`src/rtl/maze_pkg.sv`:
```
// Shared types for the maze walker: heading codes, controller states, decision actions
// and the 90-degree rotation helpers.
package maze_pkg;

    typedef enum logic [2:0] {
        ORI_N = 3'b000,
        ORI_E = 3'b001,
        ORI_S = 3'b010,
        ORI_W = 3'b011
    } orient_t;

    typedef enum logic [1:0] {
        ST_IDLE  = 2'd0,
        ST_RUN   = 2'd1,
        ST_DONE  = 2'd2,
        ST_STUCK = 2'd3
    } state_t;

    typedef enum logic [2:0] {
        ACT_NONE   = 3'd0,
        ACT_ADV    = 3'd1,
        ACT_TURN_L = 3'd2,
        ACT_TURN_R = 3'd3,
        ACT_REMOVE = 3'd4
    } action_t;

    // Consecutive clockwise turns without an advance that mean a dead end
    localparam logic [2:0] STUCK_TURNS = 3'd4;

    function automatic orient_t rot_ccw(input orient_t h);
        case (h)
            ORI_N:   rot_ccw = ORI_W;
            ORI_E:   rot_ccw = ORI_N;
            ORI_S:   rot_ccw = ORI_E;
            ORI_W:   rot_ccw = ORI_S;
            default: rot_ccw = ORI_N;
        endcase
    endfunction

    function automatic orient_t rot_cw(input orient_t h);
        case (h)
            ORI_N:   rot_cw = ORI_E;
            ORI_E:   rot_cw = ORI_S;
            ORI_S:   rot_cw = ORI_W;
            ORI_W:   rot_cw = ORI_N;
            default: rot_cw = ORI_N;
        endcase
    endfunction

endpackage

```
`src/rtl/maze_walker_if.sv`:
```
// Sensor/actuator bundle between the maze walker (slave) and the map/actuator layer (master).
interface maze_walker_if #(
    parameter int X_W = 3,
    parameter int Y_W = 3
) ();
    logic           start;
    logic           head;
    logic           left;
    logic           under;
    logic           barreira;
    logic           avancar;
    logic           girar;
    logic           girar_esq;
    logic           remover;
    logic [2:0]     orientacao;
    logic [X_W-1:0] pos_x;
    logic [Y_W-1:0] pos_y;
    logic           busy;
    logic           done;
    logic           stuck;

    modport slave (
        input  start, head, left, under, barreira,
        output avancar, girar, girar_esq, remover, orientacao, pos_x, pos_y, busy, done, stuck
    );

    modport master (
        output start, head, left, under, barreira,
        input  avancar, girar, girar_esq, remover, orientacao, pos_x, pos_y, busy, done, stuck
    );
endinterface

```
`src/rtl/step_timer.sv`:
```
// Decision-step divider: tick is high on the last cycle of every STEP_DIV-cycle window
// while enabled; the count restarts from zero whenever enable drops.
module step_timer #(
    parameter int STEP_DIV = 4
) (
    input  logic clock,
    input  logic reset,
    input  logic enable,
    output logic tick
);
    localparam int CW = (STEP_DIV > 2) ? $clog2(STEP_DIV) : 1;
    localparam logic [CW-1:0] LAST = CW'(STEP_DIV - 1);

    logic [CW-1:0] r_cnt;

    // Window counter, wraps on the tick cycle
    always_ff @(posedge clock) begin
        if (reset) begin
            r_cnt <= '0;
        end else if (!enable) begin
            r_cnt <= '0;
        end else if (r_cnt == LAST) begin
            r_cnt <= '0;
        end else begin
            r_cnt <= r_cnt + CW'(1);
        end
    end

    assign tick = enable && (r_cnt == LAST);
endmodule

```
`src/rtl/maze_walker.sv`:
```
// Left-hand wall-following maze controller: one decision per step tick, registered
// one-cycle action pulses, grid position/heading tracking, goal and dead-end detection.
module maze_walker
    import maze_pkg::*;
#(
    parameter int X_W      = 3,
    parameter int Y_W      = 3,
    parameter int GOAL_X   = 7,
    parameter int GOAL_Y   = 7,
    parameter int STEP_DIV = 4
) (
    input  logic          clock,
    input  logic          reset,
    maze_walker_if.slave  bus
);
    localparam logic [X_W-1:0] GX    = X_W'(GOAL_X);
    localparam logic [Y_W-1:0] GY    = Y_W'(GOAL_Y);
    localparam logic [X_W-1:0] X_MAX = {X_W{1'b1}};
    localparam logic [Y_W-1:0] Y_MAX = {Y_W{1'b1}};

    state_t         r_state, w_state;
    orient_t        r_ori, w_ori;
    logic [X_W-1:0] r_x, w_x, w_tgt_x;
    logic [Y_W-1:0] r_y, w_y, w_tgt_y;
    logic           r_last_left, w_last_left;
    logic [2:0]     r_turn_cnt, w_turn_cnt, w_turn_inc;
    logic           r_avancar, w_avancar;
    logic           r_girar, w_girar;
    logic           r_girar_esq, w_girar_esq;
    logic           r_remover, w_remover;
    logic           r_busy, w_busy;
    logic           r_done, w_done;
    logic           r_stuck, w_stuck;
    logic           w_tick;
    action_t        w_action;

    step_timer #(.STEP_DIV(STEP_DIV)) u_step_timer (
        .clock  (clock),
        .reset  (reset),
        .enable (r_state == ST_RUN),
        .tick   (w_tick)
    );

    // Left-hand rule; a cell beyond the grid edge counts as a wall
    function automatic action_t decide(input logic i_head, input logic i_left,
                                       input logic i_under, input logic i_barr,
                                       input orient_t h, input logic [X_W-1:0] x,
                                       input logic [Y_W-1:0] y, input logic ll);
        logic in_range;
        case (h)
            ORI_N:   in_range = (y != Y_MAX);
            ORI_E:   in_range = (x != X_MAX);
            ORI_S:   in_range = (y != '0);
            ORI_W:   in_range = (x != '0);
            default: in_range = 1'b0;
        endcase
        if (i_under) begin
            decide = ACT_REMOVE;
        end else if (!i_left && !ll) begin
            decide = ACT_TURN_L;
        end else if (!i_head && !i_barr && in_range) begin
            decide = ACT_ADV;
        end else begin
            decide = ACT_TURN_R;
        end
    endfunction

    // Sensor decision and the cell one step ahead
    always_comb begin
        w_action = decide(bus.head, bus.left, bus.under, bus.barreira,
                          r_ori, r_x, r_y, r_last_left);
        w_tgt_x  = r_x;
        w_tgt_y  = r_y;
        case (r_ori)
            ORI_N:   w_tgt_y = r_y + Y_W'(1);
            ORI_E:   w_tgt_x = r_x + X_W'(1);
            ORI_S:   w_tgt_y = r_y - Y_W'(1);
            ORI_W:   w_tgt_x = r_x - X_W'(1);
            default: w_tgt_x = r_x;
        endcase
    end

    // Next-state, pose and action-pulse logic
    always_comb begin
        w_state     = r_state;
        w_ori       = r_ori;
        w_x         = r_x;
        w_y         = r_y;
        w_last_left = r_last_left;
        w_turn_cnt  = r_turn_cnt;
        w_avancar   = 1'b0;
        w_girar     = 1'b0;
        w_girar_esq = 1'b0;
        w_remover   = 1'b0;
        w_busy      = r_busy;
        w_done      = r_done;
        w_stuck     = r_stuck;
        w_turn_inc  = (r_turn_cnt == 3'd7) ? r_turn_cnt : r_turn_cnt + 3'd1;
        case (r_state)
            ST_RUN: begin
                if (w_tick) begin
                    case (w_action)
                        ACT_REMOVE: begin
                            w_remover = 1'b1;
                        end
                        ACT_TURN_L: begin
                            w_girar     = 1'b1;
                            w_girar_esq = 1'b1;
                            w_ori       = rot_ccw(r_ori);
                            w_last_left = 1'b1;
                        end
                        ACT_ADV: begin
                            w_avancar   = 1'b1;
                            w_x         = w_tgt_x;
                            w_y         = w_tgt_y;
                            w_last_left = 1'b0;
                            w_turn_cnt  = 3'd0;
                            if ((w_tgt_x == GX) && (w_tgt_y == GY)) begin
                                w_state = ST_DONE;
                                w_busy  = 1'b0;
                                w_done  = 1'b1;
                            end else begin
                                w_state = ST_RUN;
                            end
                        end
                        ACT_TURN_R: begin
                            w_girar     = 1'b1;
                            w_ori       = rot_cw(r_ori);
                            w_last_left = 1'b0;
                            w_turn_cnt  = w_turn_inc;
                            if (w_turn_inc == STUCK_TURNS) begin
                                w_state = ST_STUCK;
                                w_busy  = 1'b0;
                                w_stuck = 1'b1;
                            end else begin
                                w_state = ST_RUN;
                            end
                        end
                        default: begin
                            w_state = ST_RUN;
                        end
                    endcase
                end else begin
                    w_state = ST_RUN;
                end
            end
            ST_IDLE, ST_DONE, ST_STUCK: begin
                if (bus.start) begin
                    w_state     = ST_RUN;
                    w_ori       = ORI_N;
                    w_x         = '0;
                    w_y         = '0;
                    w_turn_cnt  = 3'd0;
                    w_last_left = 1'b0;
                    w_busy      = 1'b1;
                    w_done      = 1'b0;
                    w_stuck     = 1'b0;
                end else begin
                    w_state = r_state;
                end
            end
            default: begin
                w_state = ST_IDLE;
            end
        endcase
    end

    // State and output registers; reset wins over everything, including a tick
    always_ff @(posedge clock) begin
        if (reset) begin
            r_state     <= ST_IDLE;
            r_ori       <= ORI_N;
            r_x         <= '0;
            r_y         <= '0;
            r_last_left <= 1'b0;
            r_turn_cnt  <= 3'd0;
            r_avancar   <= 1'b0;
            r_girar     <= 1'b0;
            r_girar_esq <= 1'b0;
            r_remover   <= 1'b0;
            r_busy      <= 1'b0;
            r_done      <= 1'b0;
            r_stuck     <= 1'b0;
        end else begin
            r_state     <= w_state;
            r_ori       <= w_ori;
            r_x         <= w_x;
            r_y         <= w_y;
            r_last_left <= w_last_left;
            r_turn_cnt  <= w_turn_cnt;
            r_avancar   <= w_avancar;
            r_girar     <= w_girar;
            r_girar_esq <= w_girar_esq;
            r_remover   <= w_remover;
            r_busy      <= w_busy;
            r_done      <= w_done;
            r_stuck     <= w_stuck;
        end
    end

    assign bus.avancar    = r_avancar;
    assign bus.girar      = r_girar;
    assign bus.girar_esq  = r_girar_esq;
    assign bus.remover    = r_remover;
    assign bus.orientacao = r_ori;
    assign bus.pos_x      = r_x;
    assign bus.pos_y      = r_y;
    assign bus.busy       = r_busy;
    assign bus.done       = r_done;
    assign bus.stuck      = r_stuck;
endmodule

```
`src/flat_wrapper.sv`:
```
// flat-port wrapper written by rule: the top's interface ports become plain ports
module maze_walker_flat import maze_pkg::*;
#(
    parameter int X_W      = 3,
    parameter int Y_W      = 3,
    parameter int GOAL_X   = 7,
    parameter int GOAL_Y   = 7,
    parameter int STEP_DIV = 4
)
  (clock, reset, bus_start, bus_head, bus_left, bus_under, bus_barreira, bus_avancar, bus_girar, bus_girar_esq, bus_remover, bus_orientacao, bus_pos_x, bus_pos_y, bus_busy, bus_done, bus_stuck);
  maze_walker_if #(.X_W(X_W), .Y_W(Y_W)) bus_i ();
  input  logic clock;
  input  logic reset;
  input wire logic [$bits(bus_i.start)-1:0] bus_start;
  input wire logic [$bits(bus_i.head)-1:0] bus_head;
  input wire logic [$bits(bus_i.left)-1:0] bus_left;
  input wire logic [$bits(bus_i.under)-1:0] bus_under;
  input wire logic [$bits(bus_i.barreira)-1:0] bus_barreira;
  output wire logic [$bits(bus_i.avancar)-1:0] bus_avancar;
  output wire logic [$bits(bus_i.girar)-1:0] bus_girar;
  output wire logic [$bits(bus_i.girar_esq)-1:0] bus_girar_esq;
  output wire logic [$bits(bus_i.remover)-1:0] bus_remover;
  output wire logic [$bits(bus_i.orientacao)-1:0] bus_orientacao;
  output wire logic [$bits(bus_i.pos_x)-1:0] bus_pos_x;
  output wire logic [$bits(bus_i.pos_y)-1:0] bus_pos_y;
  output wire logic [$bits(bus_i.busy)-1:0] bus_busy;
  output wire logic [$bits(bus_i.done)-1:0] bus_done;
  output wire logic [$bits(bus_i.stuck)-1:0] bus_stuck;
  assign bus_i.start = bus_start;
  assign bus_i.head = bus_head;
  assign bus_i.left = bus_left;
  assign bus_i.under = bus_under;
  assign bus_i.barreira = bus_barreira;
  assign bus_avancar = bus_i.avancar;
  assign bus_girar = bus_i.girar;
  assign bus_girar_esq = bus_i.girar_esq;
  assign bus_remover = bus_i.remover;
  assign bus_orientacao = bus_i.orientacao;
  assign bus_pos_x = bus_i.pos_x;
  assign bus_pos_y = bus_i.pos_y;
  assign bus_busy = bus_i.busy;
  assign bus_done = bus_i.done;
  assign bus_stuck = bus_i.stuck;
  maze_walker #(.X_W(X_W), .Y_W(Y_W), .GOAL_X(GOAL_X), .GOAL_Y(GOAL_Y), .STEP_DIV(STEP_DIV)) u_core (.clock(clock), .reset(reset), .bus(bus_i));
endmodule
```
`config.mk`:
```
export PLATFORM = sky130hd
export DESIGN_NAME = maze_walker_flat
export DESIGN_NICKNAME = d
export VERILOG_FILES = /design/src/rtl/maze_pkg.sv /design/src/rtl/maze_walker_if.sv /design/src/rtl/step_timer.sv /design/src/rtl/maze_walker.sv /design/src/flat_wrapper.sv
export SDC_FILE = /design/constraint.sdc
export NUM_CORES = 1
export LEC_CHECK = 0
export CAP_MARGIN = 20
export CORE_UTILIZATION = 35
export DETAILED_ROUTE_END_ITERATION = 8
export SLEW_MARGIN = 20
export SYNTH_ARGS = -nofsm -noshare
export SYNTH_HDL_FRONTEND = slang
export SYNTH_SLANG_ARGS = --single-unit
```
`constraint.sdc`:
```
create_clock -name clock -period 2.03 [get_ports clock]
set_clock_uncertainty 0.05 [all_clocks]
set_input_delay 0.3045 -clock clock [delete_from_list [all_inputs] [get_ports clock]]
set_output_delay 0.3045 -clock clock [all_outputs]
set_load 0.01 [all_outputs]
```
==> flow_summary.json, run 1 <==
{
  "area_growth_pct": 45.7,
  "finalMaxSlewViolations": 0,
  "detail_route.wl_per_cell_um": 15.1,
  "status": "finished with violations",
  "vias": 1379,
  "setup_violations": 1,
  "hold_ws_ns": 0.386,
  "vdd_drop_max_mv": 0.223,
  "crit_arrival_ns": 2.17,
  "hold_viol_final": 0,
  "routed_wl_um": 3760,
  "fin_crit_ns": 2.04,
  "swShare": 0.238,
  "drc": 0,
  "die_h_um": 64.7,
  "synth.most_common_cell": "dfxtp_1",
  "worst-path-buf-inv": 1,
  "cp-end-kind": "flop",
  "grt.total_usage": 0.188,
  "synth_cell_type_count": 52,
  "maxCapViolations": 0,
  "row_count": 22,
  "p_comb_frac": 0.104,
  "gr-total-overflow": 0,
  "synthDominantCellAreaShare": 0.335,
  "yosysTopAreaCell": "dfxtp_1",
  "port-buffer-count": 21,
  "yosysSeqAreaShare": 0.335,
  "tns_ns": -0.00508,
  "setup_ws_ns": -0.00508,
  "power.switching_uw": 196,
  "numCtsBuffers": 3,
  "synth_fp_nets": 169,
  "cp_slowest_cell": "or4_1",
  "synth_area_leaders": "dfxtp_1, ha_1, a21oi_1",
  "final_nets": 218,
  "critical_path_required_ns": 2.17,
  "worstPathCellList": "buf_4 -> ha_2 -> mux2i_4 -> a21oi_4 -> o211a_4 -> or4_1 -> a31oi_1",
  "start_util": 0.370,
  "grt_pass1_vias": 1304,
  "path_delay_family": "compound AO/OA/AOI/OAI gates",
  "power_frac_clock": 0.344,
  "grt_first_pass_wirelength_um": 6150,
  "syn_inst": 153,
  "synth.avg_cell_area_um2": 8.98,
  "die_x_um": 64.7,
  "fmax_mhz": 491,
  "clk_pin_slew_worst_paths_ns": 0.08,
  "start_kind": "flop",
  "critical_path_class": "flop to flop",
  "drtIter0Drc": 57,
  "globalplace.congestion": 0.821,
  "firstDrtPassIters": 4,
  "layout_worst_path_cycle_share": 1.00,
  "cp_max_fo": 8,
  "power_density_mw_per_mm2": 412,
  "antenna_found_initial": 0,
  "dieArea_mm2": 0.00418,
  "antennaDiodeCount": 0,
  "postRouteAntennaNets": 0,
  "htreeDepth": 1,
  "synth_edf_count": 0,
  "grt_max_degree": 13,
  "io_pins": 23,
  "p_seq_frac": 0.552,
  "syn_area_mm2": 0.00137,
  "cts_tree": "yes",
  "fillCellCount": 353,
  "clock_sink_count": 23,
  "hpwl_um": 2780,
  "rsz0062_at_grt": "yes",
  "slowest_delay_ns": 0.40,
  "synth-async-reset-ratio": 0,
  "cts_root_buf": "clkbuf_8",
  "ys_top_cells_by_count": "dfxtp_1, nor2_1, a21oi_1",
  "yosysWarnings": 0,
  "post-route-util": 0.539,
  "via_per_inst": 5.54,
  "ys_ff_latch": 23,
  "synth-main-ff-cell": "dfxtp_1",
  "hold_class": "flop to flop",
  "regArea_um2": 468,
  "coreArea_mm2": 0.00372,
  "drive_above_1_share": 0.323,
  "leakage_nw": 0.716,
  "violations": "setup timing",
  "multiInputGateArea_um2": 983,
  "clk_latency_ns": 0.26,
  "internal_power_uw": 629,
  "clockBufferDepth": 2
}
==> layout make-up <==
class,instances,share of cell area
clock buffer,4,0.0225
inverter,6,0.0125
multi-input combinational,119,0.491
sequential,23,0.234
tap,48,0.0300
timing repair buffer,49,0.210
==> cells by family after synthesis <==
logic type      after synthesis  synth area share
compound gates               50             0.280
xor+xnor                      1           0.00638
fa+ha+maj                     9            0.0929
buf+inv                      11            0.0383
flops                        23             0.335
mux                           3            0.0219
other cells                   1           0.00273
simple gates                 55             0.223
==> routing by layer <==
metal / track usage / routed length [um] / up-vias / share of wire
met3: 0.0229 / 177 / 2 / 0.047
met1: 0.247 / 1700 / 671 / 0.45
met2: 0.318 / 1870 / 33 / 0.50
met4: 0.0583 / 23 / 0 / 0.0061
li1: - / - / 673 / -
met5: 0 / 0 / - / 0
==> state kept, by name, summed over array words and instances, names as in the netlist <==
| register | flops |
|---|---|
| u_core.bus.pos_x | 3 |
| u_core.bus.done | 1 |
| u_core.bus.girar | 1 |
| u_core.bus.stuck | 1 |
| u_core.r_turn_cnt | 3 |
| u_core.r_state | 2 |
| u_core.bus.avancar | 1 |
| u_core.r_last_left | 1 |
| u_core.bus.girar_esq | 1 |
| u_core.bus.orientacao | 2 |
| u_core.u_step_timer.r_cnt | 2 |
| u_core.bus.pos_y | 3 |
| u_core.bus.remover | 1 |
| u_core.bus.busy | 1 |
==> worst paths after layout <==
check	endpoint	depth (start not counted)	slack (ns)	startpoint
max	u_core.bus.pos_y[0]$_SDFFE_PP0P_	7	-0.005	u_core.bus.orientacao[0]$_SDFFE_PP0P_
min	u_core.u_step_timer.r_cnt[0]$_SDFF_PP0_	1	0.39	u_core.u_step_timer.r_cnt[0]$_SDFF_PP0_
max reg2reg	u_core.bus.pos_y[0]$_SDFFE_PP0P_	7	-0.005	u_core.bus.orientacao[0]$_SDFFE_PP0P_
min reg2reg	u_core.u_step_timer.r_cnt[0]$_SDFF_PP0_	1	0.39	u_core.u_step_timer.r_cnt[0]$_SDFF_PP0_
==> power by group through the flow <==
stage	clock network, mW	logic, mW	registers [mW]
floorplan	0	0.0420	0.468
global placement	0	0.0774	0.467
detailed placement	0	0.0777	0.468
CTS	0.297	0.0806	0.457
global route	0.311	0.0918	0.456
finish	0.284	0.0856	0.456
==> placed cells by master, fill, tap and decap left out, types with 2 or more instances in the layout <==
cell / n
o21ai_2: 2
or3_1: 2
nor3_1: 4
a32o_1: 2
nor2_2: 4
o211ai_1: 8
o21a_2: 2
a211oi_2: 2
o21ai_1: 2
nand3_1: 4
clkbuf_8: 3
nor3b_1: 2
clkdlybuf4s50_1: 21
ha_2: 3
ha_1: 3
a21o_1: 2
nand2_1: 8
nor3b_2: 2
inv_1: 4
and2_1: 2
buf_4: 28
a21oi_1: 11
nand4_1: 2
o31a_1: 2
dfxtp_1: 21
nor2_1: 12
nand3b_1: 3
dfxtp_4: 2
==> stage by stage <==
stage	power [mW]	instances	cell area (um2)	setup WS [ns]
finish	0.825	249	2000	-0.00508
CTS	0.835	246	1900	0.00129
floorplan	0.510	153	1390	0.0163
global placement	0.545	242	1810	-0.121
global route	0.859	249	2000	-0.0797
detailed placement	0.545	242	1810	-0.0994
==> timing repair <==
item	in CTS	in global routing
endpoints found under the setup margin	7	13
resized for setup	10	16
setup buffers	0	3
hold buffers	0	0
endpoints found under the hold margin	0	0
pin swaps	3	12
No activity file was read; power rests on OpenSTA's default activity.
==> run 2: changes to the inputs <==
--- a/config.mk
+++ b/config.mk
@@ -7,6 +7,7 @@
 export LEC_CHECK = 0
 export CAP_MARGIN = 20
 export CORE_UTILIZATION = 35
+export CTS_BUF_LIST = sky130_fd_sc_hd__clkbuf_4
 export DETAILED_ROUTE_END_ITERATION = 8
 export SLEW_MARGIN = 20
 export SYNTH_ARGS = -nofsm -noshare
==> flow_summary.json, run 2 (synthesis gave the netlist of run 1 again) <==
{
  "grt_pass1_vias": 1308,
  "vias": 1370,
  "clock_sink_count": 23,
  "critical_path_class": "flop to flop",
  "tns_ns": -0.0340,
  "row_count": 22,
  "maxCapViolations": 0,
  "crit_arrival_ns": 2.25,
  "worstHoldStart": "u_core.u_step_timer.r_cnt[0]$_SDFF_PP0_",
  "fin_crit_ns": 2.05,
  "min_to": "u_core.u_step_timer.r_cnt[0]$_SDFF_PP0_",
  "numCtsBuffers": 3,
  "via_per_inst": 5.48,
  "rsz0062_at_grt": "yes",
  "critical_path_required_ns": 2.22,
  "finalMaxSlewViolations": 0,
  "cts_tree": "yes",
  "hold_depth": 1,
  "clockBufferDepth": 2,
  "drtIter0Drc": 55,
  "die_x_um": 64.7,
  "drive_above_1_share": 0.342,
  "power_uw": 773,
  "hpwl_um": 2780,
  "hold_class": "flop to flop",
  "internal_power_uw": 582,
  "area_growth_pct": 50.9,
  "layout_common_cells": "buf_4, clkdlybuf4s50_1, dfxtp_1",
  "layout_worst_path_cycle_share": 1.01,
  "cp_max_fo": 6,
  "p_comb_frac": 0.116,
  "drc": 0,
  "power_density_mw_per_mm2": 373,
  "clk_pin_slew_worst_paths_ns": 0.13,
  "grt_first_pass_wirelength_um": 6150,
  "setup_ws_ns": -0.0226,
  "io_pins": 23,
  "grt_max_degree": 13,
  "start_kind": "flop",
  "vdd_drop_max_mv": 0.213,
  "final_common_cell": "buf_4",
  "p_seq_frac": 0.590,
  "reg2reg_depth": 7,
  "power.switching_uw": 191,
  "hold_viol_final": 0,
  "status": "finished with violations",
  "antennaDiodeCount": 0,
  "fmax_mhz": 487,
  "cp_slowest_cell": "dfxtp_4",
  "cts_root_buf": "clkbuf_4",
  "firstDrtPassIters": 4,
  "gr-total-overflow": 0,
  "post-route-util": 0.558,
  "worstPathCellList": "clkinvlp_4 -> ha_4 -> mux2i_4 -> a21oi_4 -> o211a_4 -> or4_1 -> a31oi_1",
  "port-buffer-count": 21,
  "grt.total_usage": 0.187,
  "globalplace.congestion": 0.821,
  "rr_endpoint": "u_core.bus.pos_y[0]$_SDFFE_PP0P_",
  "leakage_nw": 0.727,
  "fin_area_mm2": 0.00207,
  "detail_route.wl_per_cell_um": 15.2,
  "power_frac_clock": 0.294,
  "ff2ff_setup_slack_ns": -0.02,
  "htreeDepth": 1,
  "postRouteAntennaNets": 0,
  "clk_latency_ns": 0.31,
  "die_h_um": 64.7,
  "dieArea_mm2": 0.00418,
  "cp-end-kind": "flop",
  "start_util": 0.370,
  "routed_wl_um": 3800,
  "worstReg2RegStart": "u_core.bus.orientacao[1]$_SDFFE_PP0P_",
  "placed_cell_area_mm2": 0.00181,
  "setup_violations": 3,
  "final_nets": 219,
  "slowest_delay_ns": 0.42,
  "swShare": 0.247,
  "violations": "setup timing",
  "coreArea_mm2": 0.00372,
  "antenna_found_initial": 0
}
-- run 2: worst max-delay path by stage --
stage	end	startpoint	slack (ns)	cells after the start
2_1_floorplan	u_core.r_state[0]$_SDFFE_PP0P_	u_core.bus.orientacao[0]$_SDFFE_PP0P_	0.02	8
3_3_place_gp	u_core.bus.pos_y[0]$_SDFFE_PP0P_	bus_barreira	-0.12	6
3_5_place_dp	u_core.bus.pos_y[2]$_SDFFE_PP0P_	bus_barreira	-0.1	7
4_1_cts	u_core.bus.pos_y[0]$_SDFFE_PP0P_	u_core.bus.orientacao[0]$_SDFFE_PP0P_	0.005	7
5_1_grt	u_core.bus.orientacao[0]$_SDFFE_PP0P_	u_core.bus.orientacao[1]$_SDFFE_PP0P_	-0.09	7
6_report	u_core.bus.pos_y[0]$_SDFFE_PP0P_	u_core.bus.orientacao[1]$_SDFFE_PP0P_	-0.02	7
-- run 2: repair_timing --
action / in CTS / in global routing
buffers inserted: 0 / 4
endpoints found under the setup margin: 10 / 14
hold buffers: 0 / 0
cloned: 0 / 0
pin swaps: 5 / 18
resized for setup: 10 / 27
-- run 2: routing by layer --
layer,vias up,GRT usage,wire [um]
li1,675,-,-
met1,670,0.247,1800
met2,23,0.316,1870
met3,2,0.0229,108
met4,0,0.0583,24
met5,-,0,0
-- run 2: area by class of cell --
class | instances | area, um2
Timing Repair Buffer | 50 | 435
Clock buffer | 4 | 30.0
Multi-Input combinational cell | 119 | 1050
Inverter | 6 | 28.8
Sequential cell | 23 | 468
Tap cell | 48 | 60.1
Fill cell | 350 | 1640
-- run 2: worst max-delay path: cells and delay by family, from the launching register on --
kind | cells | cell delay (ns)
flops | 1 | 0.42
simple gates | 1 | 0.40
compound gates | 3 | 0.54
fa+ha+maj | 1 | 0.21
buf+inv | 1 | 0.17
mux | 1 | 0.18
-- run 2: power by group through the flow --
stage	Clock [mW]	Combinational [mW]	Sequential, mW
finish	0.228	0.0894	0.456
global route	0.256	0.0960	0.457
CTS	0.240	0.0807	0.458
detailed placement	0	0.0777	0.468
global placement	0	0.0774	0.467
floorplan	0	0.0420	0.468
-- run 2: through the flow --
| stage | setup slack (ns) | cells | hold WS (ns) |
|---|---|---|---|
| final | -0.0226 | 250 | 0.392 |
| after global routing | -0.0865 | 250 | 0.413 |
| after CTS | 0.00482 | 246 | 0.396 |
| after detailed placement | -0.0994 | 242 | 0.378 |
| after global placement | -0.121 | 242 | 0.367 |
| after floorplan | 0.0163 | 153 | 0.331 |
